<file path="src/rtl/lsu_pkg.sv">
// Shared definitions for the load/store unit: width codes, FSM states, default timeout
// and the request legality rule.
package lsu_pkg;

    localparam logic [2:0] F3_B  = 3'b000;
    localparam logic [2:0] F3_H  = 3'b001;
    localparam logic [2:0] F3_W  = 3'b010;
    localparam logic [2:0] F3_BU = 3'b100;
    localparam logic [2:0] F3_HU = 3'b101;

    localparam int DEFAULT_TIMEOUT = 255;

    typedef enum logic [1:0] {
        S_IDLE = 2'd0,
        S_BUS  = 2'd1,
        S_RESP = 2'd2
    } lsu_state_e;

    // Unsigned widths cannot be stored; sub-word accesses must be naturally aligned.
    function automatic logic is_illegal(input logic store, input logic [2:0] funct3,
                                        input logic [1:0] addr_lo);
        logic bad;
        bad = 1'b0;
        case (funct3)
            F3_B:    bad = 1'b0;
            F3_BU:   bad = store;
            F3_H:    bad = addr_lo[0];
            F3_HU:   bad = store | addr_lo[0];
            F3_W:    bad = (addr_lo != 2'b00);
            default: bad = 1'b1;
        endcase
        return bad;
    endfunction

endpackage

</file>
<file path="src/rtl/lsu_lane.sv">
// Byte-lane steering: store byte enables and replicated write data, plus load
// extraction with sign or zero extension.
module lsu_lane
    import lsu_pkg::*;
(
    input  logic [2:0]  funct3,
    input  logic [1:0]  addr_lo,
    input  logic [31:0] wdata,
    input  logic [31:0] rdata,
    output logic [3:0]  be,
    output logic [31:0] wdata_lane,
    output logic [31:0] load_data
);

    logic [31:0] shifted;

    always_comb begin
        be         = 4'b0000;
        wdata_lane = wdata;
        shifted    = rdata >> {addr_lo, 3'b000};
        load_data  = shifted;
        case (funct3)
            F3_B: begin
                be         = 4'b0001 << addr_lo;
                wdata_lane = {4{wdata[7:0]}};
                load_data  = {{24{shifted[7]}}, shifted[7:0]};
            end
            F3_BU: begin
                be         = 4'b0001 << addr_lo;
                wdata_lane = {4{wdata[7:0]}};
                load_data  = {24'h0, shifted[7:0]};
            end
            F3_H: begin
                be         = 4'b0011 << addr_lo;
                wdata_lane = {2{wdata[15:0]}};
                load_data  = {{16{shifted[15]}}, shifted[15:0]};
            end
            F3_HU: begin
                be         = 4'b0011 << addr_lo;
                wdata_lane = {2{wdata[15:0]}};
                load_data  = {16'h0, shifted[15:0]};
            end
            F3_W: begin
                be         = 4'b1111;
                wdata_lane = wdata;
                load_data  = shifted;
            end
            default: begin
                be         = 4'b0000;
                wdata_lane = wdata;
                load_data  = 32'h0;
            end
        endcase
    end

endmodule

</file>
<file path="src/rtl/lsu.sv">
// Load/store unit: accepts one core request at a time, drives a single-beat memory bus
// with a bounded wait for acknowledge, and returns a one-cycle response pulse.
module lsu
    import lsu_pkg::*;
#(
    parameter int TIMEOUT = DEFAULT_TIMEOUT
)
(
    input  logic        clk,
    input  logic        rst,
    input  logic        req_valid,
    output logic        req_ready,
    input  logic        req_store,
    input  logic [2:0]  req_funct3,
    input  logic [31:0] req_addr,
    input  logic [31:0] req_wdata,
    output logic        rsp_valid,
    output logic [31:0] rsp_rdata,
    output logic        rsp_err,
    output logic        busy,
    output logic        mem_req,
    output logic        mem_we,
    output logic [31:0] mem_addr,
    output logic [31:0] mem_wdata,
    output logic [3:0]  mem_be,
    input  logic        mem_ack,
    input  logic [31:0] mem_rdata
);

    lsu_state_e  state, state_next;
    logic [15:0] bus_cnt;
    logic        store_q;
    logic [2:0]  funct3_q;
    logic [31:0] addr_q, wdata_q;
    logic        accept, illegal, timed_out;
    logic [3:0]  lane_be;
    logic [31:0] lane_wdata, lane_load;

    assign accept    = req_valid && (state == S_IDLE);
    assign illegal   = is_illegal(req_store, req_funct3, req_addr[1:0]);
    assign timed_out = (bus_cnt == 16'(TIMEOUT - 1));

    lsu_lane u_lane (
        .funct3     (funct3_q),
        .addr_lo    (addr_q[1:0]),
        .wdata      (wdata_q),
        .rdata      (mem_rdata),
        .be         (lane_be),
        .wdata_lane (lane_wdata),
        .load_data  (lane_load)
    );

    always_ff @(posedge clk) begin
        if (rst) state <= S_IDLE;
        else     state <= state_next;
    end

    always_comb begin
        state_next = state;
        case (state)
            S_IDLE:  if (req_valid) state_next = illegal ? S_RESP : S_BUS;
            S_BUS:   if (mem_ack || timed_out) state_next = S_RESP;
            S_RESP:  state_next = S_IDLE;
            default: state_next = S_IDLE;
        endcase
    end

    // An ack in the final counted cycle wins over the timeout.
    always_ff @(posedge clk) begin
        if (rst) begin
            bus_cnt   <= 16'h0;
            store_q   <= 1'b0;
            funct3_q  <= 3'b000;
            addr_q    <= 32'h0;
            wdata_q   <= 32'h0;
            rsp_err   <= 1'b0;
            rsp_rdata <= 32'h0;
        end else begin
            if (accept) begin
                store_q  <= req_store;
                funct3_q <= req_funct3;
                addr_q   <= req_addr;
                wdata_q  <= req_wdata;
                bus_cnt  <= 16'h0;
                if (illegal) begin
                    rsp_err   <= 1'b1;
                    rsp_rdata <= 32'h0;
                end
            end
            if (state == S_BUS) begin
                if (mem_ack) begin
                    rsp_err   <= 1'b0;
                    rsp_rdata <= store_q ? 32'h0 : lane_load;
                end else if (timed_out) begin
                    rsp_err   <= 1'b1;
                    rsp_rdata <= 32'h0;
                end else begin
                    bus_cnt <= bus_cnt + 16'd1;
                end
            end
        end
    end

    assign req_ready = (state == S_IDLE);
    assign busy      = (state != S_IDLE);
    assign rsp_valid = (state == S_RESP);
    assign mem_req   = (state == S_BUS);
    assign mem_we    = mem_req & store_q;
    assign mem_be    = mem_req ? lane_be : 4'b0000;
    assign mem_addr  = mem_req ? {addr_q[31:2], 2'b00} : 32'h0;
    assign mem_wdata = mem_req ? lane_wdata : 32'h0;

endmodule

</file>
<file path="config.mk">
export PLATFORM = sky130hd
export DESIGN_NAME = lsu
export DESIGN_NICKNAME = d
export VERILOG_FILES = /design/src/rtl/lsu_pkg.sv /design/src/rtl/lsu_lane.sv /design/src/rtl/lsu.sv
export SDC_FILE = /design/constraint.sdc
export NUM_CORES = 1
export LEC_CHECK = 0
export CORE_ASPECT_RATIO = 0.6
export CORE_UTILIZATION = 25
export CTS_BUF_LIST = sky130_fd_sc_hd__clkbuf_8
export CTS_CLUSTER_DIAMETER = 30
export DETAILED_ROUTE_END_ITERATION = 6
export PLACE_DENSITY = 0.51
export SLEW_MARGIN = 25
export SYNTH_ARGS = -nofsm -noshare
export SYNTH_HDL_FRONTEND = slang
export SYNTH_HIERARCHICAL = 1
export SYNTH_SLANG_ARGS = --single-unit
</file>
<file path="constraint.sdc">
create_clock -name clk -period 4.2 [get_ports clk]
set_clock_uncertainty 0.05 [all_clocks]
set_input_delay 0.42 -clock clk [delete_from_list [all_inputs] [get_ports clk]]
set_output_delay 0.42 -clock clk [all_outputs]
set_load 0.01 [all_outputs]
</file>
==> After elaboration in Yosys (flattened, before gate mapping) <==
Index checks and enable logic that the tools add are counted.
{ "classes": {"addsub": 1, "n_eq_ne": 13, "n_shift": 3, "mux": 26, "bitwise": 2, "n_reduce_logical": 10} }
{ "op_table": {"columns": ["cell", "count"], "rows": [
  ["32-bit two-way mux", 8],
  ["32-bit case mux with 5 select lines", 1],
  ["16-bit two-way mux", 4],
  ["32-bit case mux with 2 select lines", 1],
  ["32-bit by 5-bit right shift with 32-bit output", 1],
  ["16-bit by 1-bit adder with 16-bit output (second input constant)", 1],
  ["16-bit by 8-bit equality test with 1-bit output (second input constant)", 1],
  ["3-bit equality test (second input constant)", 4],
  ["4-bit case mux with 3 select lines", 1],
  ["3-bit by 1-bit equality test with 1-bit output (second input constant)", 2],
  ["3-bit by 2-bit equality test with 1-bit output (second input constant)", 2],
  ["3-bit zero test", 2],
  ["2-bit two-way mux", 3],
  ["1-bit two-way mux", 5],
  ["1-bit case mux with 5 select lines", 1],
  ["4-bit two-way mux", 1],
  ["2-bit case mux with 2 select lines", 1],
  ["2-bit nonzero test", 2],
  ["2-bit OR reduction", 2],
  ["1-bit by 2-bit left shift with 4-bit output (first input constant)", 1],
  ["2-bit by 2-bit left shift with 4-bit output (first input constant)", 1],
  ["2-bit by 1-bit equality test with 1-bit output (second input constant)", 1],
  ["2-bit equality test (second input constant)", 1],
  ["2-bit zero test", 1],
  ["7 further kinds", 7]
]} }
{ "word_totals": {"ff_bits": 119, "inputBits": 104, "word_cells": 63} }

==> Logic depth before layout (Yosys ltp) <==
Gate-level depths: netlist (run 1).
{ "depth": {"depth_word": 7, "depth_mapped": 8, "mapped_depth_nobuf": 6} }

==> Cells and area by module <==
The synthesis (run 1) kept the hierarchy.
{ "by_module_without_submodules": {"columns": ["mod", "instances", "cells_each", "area_per_inst_um2", "seq_area_each_um2"], "rows": [
  ["lsu", 1, 647, 5235.0, 2382.3],
  ["lsu_lane", 1, 171, 1295.0, 0.0]
]} }

==> Least setup slack after synthesis (run 1) <==
OpenSTA, ideal clock, no wires.
{ "synth_path": {"path_kind": "register to output", "from": "register state[0]", "to": "output port mem_wdata[10]", "t_arrival_ns": 1.347, "required_ns": 3.730, "path_slack_ns": 2.383, "stages_incl_launch_ff": 6, "cell_sequence": "dfxtp_1 -> buf_4 -> nor2b_1 -> clkbuf_1 -> clkbuf_1 -> and2_1"} }
{ "synth_via": {"elab_chain_len": 2} }
{ "synth_lines": {"columns": ["item", "line_no", "source"], "rows": [
  ["start: declaration", "lsu.sv:30", "lsu_state_e state, state_next;"],
  ["start signal: assignment", "lsu.sv:55", "else state <= state_next;"],
  ["2-bit by 1-bit equality test with 1-bit output", "lsu.sv:107", "assign mem_req = (state == S_BUS);"],
  ["32-bit two-way mux", "lsu.sv:111", "assign mem_wdata = mem_req ? lane_wdata : 32'h0;"],
  ["end: declaration", "lsu.sv:24", "output logic [31:0] mem_wdata,"]
]} }
Every way passes these cells.

==> Worst setup path after layout (run 1) <==
{ "layout_path": {"from": "register state[0]", "to": "output port mem_wdata[24]"} }
Same word-level chain as after synthesis.

==> results of run 1 <==
cell usage after synthesis, types with 14 or more instances:
| cell | number | area [sq um] |
|---|---|---|
| nand2b_1 | 33 | 206 |
| a21oi_1 | 87 | 435 |
| o21ai_0 | 25 | 125 |
| clkbuf_1 | 42 | 158 |
| nand2_1 | 189 | 709 |
| o21ai_2 | 30 | 263 |
| mux2i_1 | 25 | 250 |
| nor2_1 | 20 | 75.1 |
| buf_4 | 14 | 105 |
| dfxtp_1 | 119 | 2380 |
| mux2_2 | 18 | 203 |
| and2_1 | 72 | 450 |
| a211oi_1 | 16 | 120 |
worst max path at each step:
stage	startpoint	cells past startpoint	to
finish	state[0]	4	mem_wdata[24]
global route	state[0]	4	mem_wdata[24]
CTS	state[0]	4	mem_wdata[24]
detailed placement	state[0]	4	mem_wdata[24]
global placement	state[0]	4	mem_addr[7]
floorplan	state[0]	5	mem_wdata[10]
area by class of cell:
cell class / count / area share (%)
clock buffer: 22 / 3.32
clock inverter: 9 / 0.411
multi-input combinational: 620 / 41.3
inverter: 5 / 0.206
sequential: 119 / 26.1
tap: 352 / 4.82
timing repair buffer: 221 / 23.8
layer usage:
| layer | track usage [%] | vias to the layer above | part of all wire [%] |
|---|---|---|---|
| li1 | - | 3099 | - |
| met1 | 24.3 | 2815 | 52 |
| met2 | 23.4 | 187 | 40 |
| met3 | 6.34 | 13 | 7.5 |
| met4 | 3.96 | 0 | 0.70 |
| met5 | 0 | - | 0 |
stage by stage:
| stage | power [mW] | worst slack, ns | cells | area [sq um] |
|---|---|---|---|---|
| 2_1_floorplan | 1.56 | 2.38 | 819 | 6530 |
| 3_3_place_gp | 1.79 | 1.41 | 1317 | 8790 |
| 3_5_place_dp | 1.79 | 1.43 | 1317 | 8790 |
| 4_1_cts | 2.75 | 0.893 | 1348 | 9130 |
| 5_1_grt | 2.86 | 0.709 | 1348 | 9130 |
| 6_report | 2.70 | 0.969 | 1348 | 9130 |
flip-flops by register name (all words and copies together), names as in the netlist:
name       flops
funct3_q       3
addr_q        32
rsp_err        1
state          2
bus_cnt       16
rsp_rdata     32
store_q        1
wdata_q       32
cells by family (layout without fill, tap and decap cells):
family / Yosys count / count (layout) / share of synthesized area, %
buffers and inverters: 80 / 257 / 6.09
other: 1 / 2 / 0.0574
AOI/OAI and AO/OA: 196 / 196 / 20.3
muxes: 45 / 45 / 7.51
adders and majority gates: 2 / 2 / 0.383
DFF: 119 / 119 / 36.5
and+or+nand+nor: 375 / 375 / 29.2
where the power goes:
group / internal (mW) / switching (mW)
clock: 0.467 / 0.473
combinational: 0.252 / 0.274
sequential: 1.18 / 0.0519
worst min-delay path, delay by kind of cell (launching register included):
kind	cells	cell delay [ns]
AOI/OAI and AO/OA	1	0.05
DFF	1	0.31
and+or+nand+nor	1	0.05
placed cells by master (no fill, tap or decap), drive strengths merged, types with 6 or more instances in the layout:
cell / Yosys / final
o21ai: 55 / 55
nor2: 23 / 23
nor2b: 7 / 7
buf: 32 / 15
o211ai: 8 / 8
mux2: 19 / 19
or3: 6 / 6
clkdlybuf4s50: 0 / 206
inv: 5 / 11
clkbuf: 43 / 22
nand2: 189 / 189
nand2b: 33 / 33
a21o: 8 / 8
nand3: 9 / 9
a21oi: 87 / 87
mux2i: 26 / 26
and2: 72 / 72
a211oi: 16 / 16
dfxtp: 119 / 119
==> flow_summary.yaml, run 1 <==
place:
  gp_congestion: 0.770
  port_buffers: 207
  dp_hpwl_mm: 15.4
logic_synthesis:
  netlist_area_sq_mm: 0.00653
  synth_flop_cell: "dfxtp_1"
  syn_area_per_cell_sq_um: 7.98
  synthCells: 818
  synth_warnings: 6
  yosysSeqAreaShare_pct: 36.5
  synth_seq_cells: 119
  async_reset_ff_share_pct: 0
  synth_cell_types: 60
  synth_edf_count: 0
finish:
  fillers: 2714
  seq_area_sq_mm: 0.00238
  nNetsFinal: 1090
  multi_input_area_sq_mm: 0.00377
  fin_util_pct: 35.9
  diodes: 0
  syn_to_final_growth_pct: 39.9
  drive_gt1_share_pct: 11.0
global_routing:
  antenna_found_initial: 0
  grt-ovfl-total: 0
  grt_max_degree: 64
  grt_use_total_pct: 16.9
  grt_pass1_wl_mm: 34.8
  grt_pass1_vias: 5988
drt:
  via_per_inst: 4.54
  wire_per_inst_um: 16.5
  drt-initial-drc-count: 378
  detail-route-antenna-nets: 0
  wl_mm: 22.2
  drc: 0
  vias: 6114
  firstDrtPassIters: 5
clock_network:
  cts_buffer_depth: 2
  ctsResizeCount: 0
  clkTransAtPathRegs_ns: 0.07
  post-cts-setup-buffers: 0
  root_buffer: "clkbuf_8"
  clock_sink_count: 119
  htreeDepth: 4
  ctsHoldBuffers: 0
  cts_made_buffers: 17
  clk-insertion-delay-late_ns: 0.46
  tritoncts: "yes"
floorplanning:
  die_h_um: 127
  start_util_pct: 25.7
  die_x_um: 211
  ioPinCount: 210
  row_count: 45
  die_area_sq_mm: 0.0268
  coreArea_sq_mm: 0.0254
hold_path:
  min_path_type: "register to register"
  whs_endpoint: "addr_q[19]"
  whs_path_depth: 2
  min_from: "addr_q[19]"
timing:
  finalHoldViolCount: 0
  maxSlewViolCount: 0
  finalSetupViolCount: 0
  rsz0062_at_grt: "no"
  whs_ns: 0.399
  max_clock_freq_ghz: 0.309
  max_slew_margin_pct: 30.5
  setup-tns-final_ns: 0
  tightest_slew_ns: 1.04
  fin_crit_sh_pct: 76.9
  finalCriticalPeriod_ns: 3.23
critical_path:
  path_max_fanout: 27
  slowest_delay_ns: 0.66
  worstPathRequired_ns: 3.73
  reg2reg_to: "bus_cnt[1]"
  crit_arrival_ns: 2.76
  crit_type: "register to primary output"
  cp_slowest_cell: "nor2b_4"
  critPathTopFamily: "buffers and inverters"
  reg2regPathDepth: 5
  r2r_start: "state[1]"
  cp_num_buf_inv: 2
  crit_chain: "nor2b_4 > buf_4 > and2_1 > clkdlybuf4s50_1"
  r2r_setup_slack_ns: 1.77
  cp-end-kind: "primary output"
  crit_path_start_kind: "register"
job:
  cap_violations: 0
power:
  ir_worst_vdd_mv: 0.195
  leakage_nw: 3.24
  powerDensity_mw_per_mm2: 295
outcome:
  status: "complete, no violations"
No activity file was read; power rests on OpenSTA's default activity.
==> run 2, diff against run 1 <==
--- a/config.mk
+++ b/config.mk
@@ -10,7 +10,7 @@
 export CTS_BUF_LIST = sky130_fd_sc_hd__clkbuf_8
 export CTS_CLUSTER_DIAMETER = 30
 export DETAILED_ROUTE_END_ITERATION = 6
-export PLACE_DENSITY = 0.51
+export PLACE_DENSITY = 0.52
 export SLEW_MARGIN = 25
 export SYNTH_ARGS = -nofsm -noshare
 export SYNTH_HDL_FRONTEND = slang
==> constraint.sdc (replaced) <==
create_clock -name clk -period 2.7 [get_ports clk]
set_clock_uncertainty 0.05 [all_clocks]
set_input_delay 0.27 -clock clk [delete_from_list [all_inputs] [get_ports clk]]
set_output_delay 0.27 -clock clk [all_outputs]
set_load 0.01 [all_outputs]
==> flow_summary.yaml, run 2 (synthesis gave the netlist of run 1 again) <==
job:
  cap_violations: 0
global_routing:
  grt-busiest-layer: "met1"
  antenna_found_initial: 0
  grt_use_total_pct: 16.7
  gr-usage-met1_pct: 24.4
  grt_pass1_wl_mm: 34.4
  grt-ovfl-total: 0
  grt_pass1_vias: 5968
  met3_usage_pct: 6.05
  grt_max_degree: 73
  use_met2_pct: 23.0
drt:
  drc: 0
  vias: 6210
  via_per_inst: 4.58
  detail-route-antenna-nets: 0
  wire_per_inst_um: 16.4
  wl_mm: 22.2
  firstDrtPassIters: 4
  drt-initial-drc-count: 368
clock_network:
  root_buffer: "clkbuf_8"
  cts_buffer_depth: 2
  clk-insertion-delay-late_ns: 0.45
  tritoncts: "yes"
  htreeDepth: 4
  clock_sink_count: 119
  cts_made_buffers: 17
  clkTransAtPathRegs_ns: 0.08
critical_path:
  reg2regPathDepth: 5
  worstPathRequired_ns: 2.38
  path_max_fanout: 8
  crit_arrival_ns: 2.22
  crit_type: "register to primary output"
  crit_path_start_kind: "register"
  cp-end-kind: "primary output"
hold_path:
  whs_path_depth: 2
  min_path_type: "input port to register"
finish:
  final_cell_mix: "clkdlybuf4s50_1, nand2_1, dfxtp_1"
  final_common_cell: "clkdlybuf4s50_1"
  diodes: 0
  drive_gt1_share_pct: 12.5
  fillers: 2709
  fin_util_pct: 36.9
  nNetsFinal: 1097
  instances_no_fill: 1356
  reg_top3: "addr_q: 32 flops, rsp_rdata: 32 flops, wdata_q: 32 flops"
  syn_to_final_growth_pct: 43.9
floorplanning:
  row_count: 45
  start_util_pct: 25.7
  ioPinCount: 210
  die_x_um: 211
  die_h_um: 127
  die_area_sq_mm: 0.0268
  coreArea_sq_mm: 0.0254
timing:
  fin_crit_sh_pct: 94.1
  maxSlewViolCount: 0
  setup-tns-final_ns: 0
  max_slew_margin_pct: 60.8
  tightest_slew_ns: 0.587
  finalCriticalPeriod_ns: 2.54
  finalHoldViolCount: 0
  max_clock_freq_ghz: 0.393
  finalSetupViolCount: 0
  rsz0062_at_grt: "no"
place:
  dp_cells: 1324
  port_buffers: 207
  gp_congestion: 0.796
  dp_hpwl_mm: 15.6
power:
  leakage_nw: 3.34
  ir_worst_vdd_mv: 0.275
  powerDensity_mw_per_mm2: 500
  power_mw: 4.70
outcome:
  status: "complete, no violations"
==> run 2: cell types whose count changed in the layout (fill, tap and decap cells not counted), sizes merged <==
cell / delta
buf: +7
bufinv: +4
inv: -6
clkinv: +1
clkinvlp: +2
==> run 2: worst paths after layout <==
| path | start | endpoint | slack, ns |
|---|---|---|---|
| max | funct3_q[0] | mem_wdata[14] | 0.16 |
| min | rst | addr_q[2] | 0.25 |
| max reg2reg | bus_cnt[11] | rsp_rdata[1] | 0.59 |
| min reg2reg | addr_q[18] | addr_q[18] | 0.40 |
==> run 2: per-stage QoR <==
step	setup WS [ns]	hold slack [ns]	cell area, sq um
floorplan	0.899	0.356	6530
global placement	0.465	0.388	8920
detailed placement	0.420	0.394	8920
CTS	0.0802	0.219	9400
global route	0.0594	0.241	9400
finish	0.158	0.253	9400
==> run 2: routing by layer <==
layer / share of wire, % / routed length [um]
met3: 7.8 / 1730
met5: 0 / 0
met4: 0.60 / 133
met2: 40 / 8790
met1: 52 / 11600
==> run 2: repair_timing <==
| item | 4_1_cts | 5_1_grt |
|---|---|---|
| gates resized for setup | 3 | 0 |
| buffers inserted | 0 | 0 |
| hold buffers | 0 | 0 |
| setup endpoints to repair | 5 | 0 |
==> run 2: layout make-up <==
cell class | instances | area, sq um | area share (%)
inverters | 5 | 18.8 | 0.200
flip-flops and latches | 119 | 2390 | 25.4
clock buffers | 22 | 303 | 3.22
clock inverters | 10 | 166 | 1.77
well taps | 352 | 440 | 4.69
repair buffers | 228 | 2300 | 24.5
multi-input cells | 620 | 3780 | 40.2
==> run 2: power breakdown <==
part           total, mW  switching [mW]  internal [mW]
sequential          1.90          0.0685           1.83
clock               1.92           0.791           1.13
combinational      0.872           0.451          0.421
==> run 2: worst max-delay path: stages (launching register included) <==
cell and delay (ns):
dfxtp_1 0.35, buf_4 0.18, nor2_4 0.25, mux2_2 0.39, and2_1 0.15, clkdlybuf4s50_1 0.47
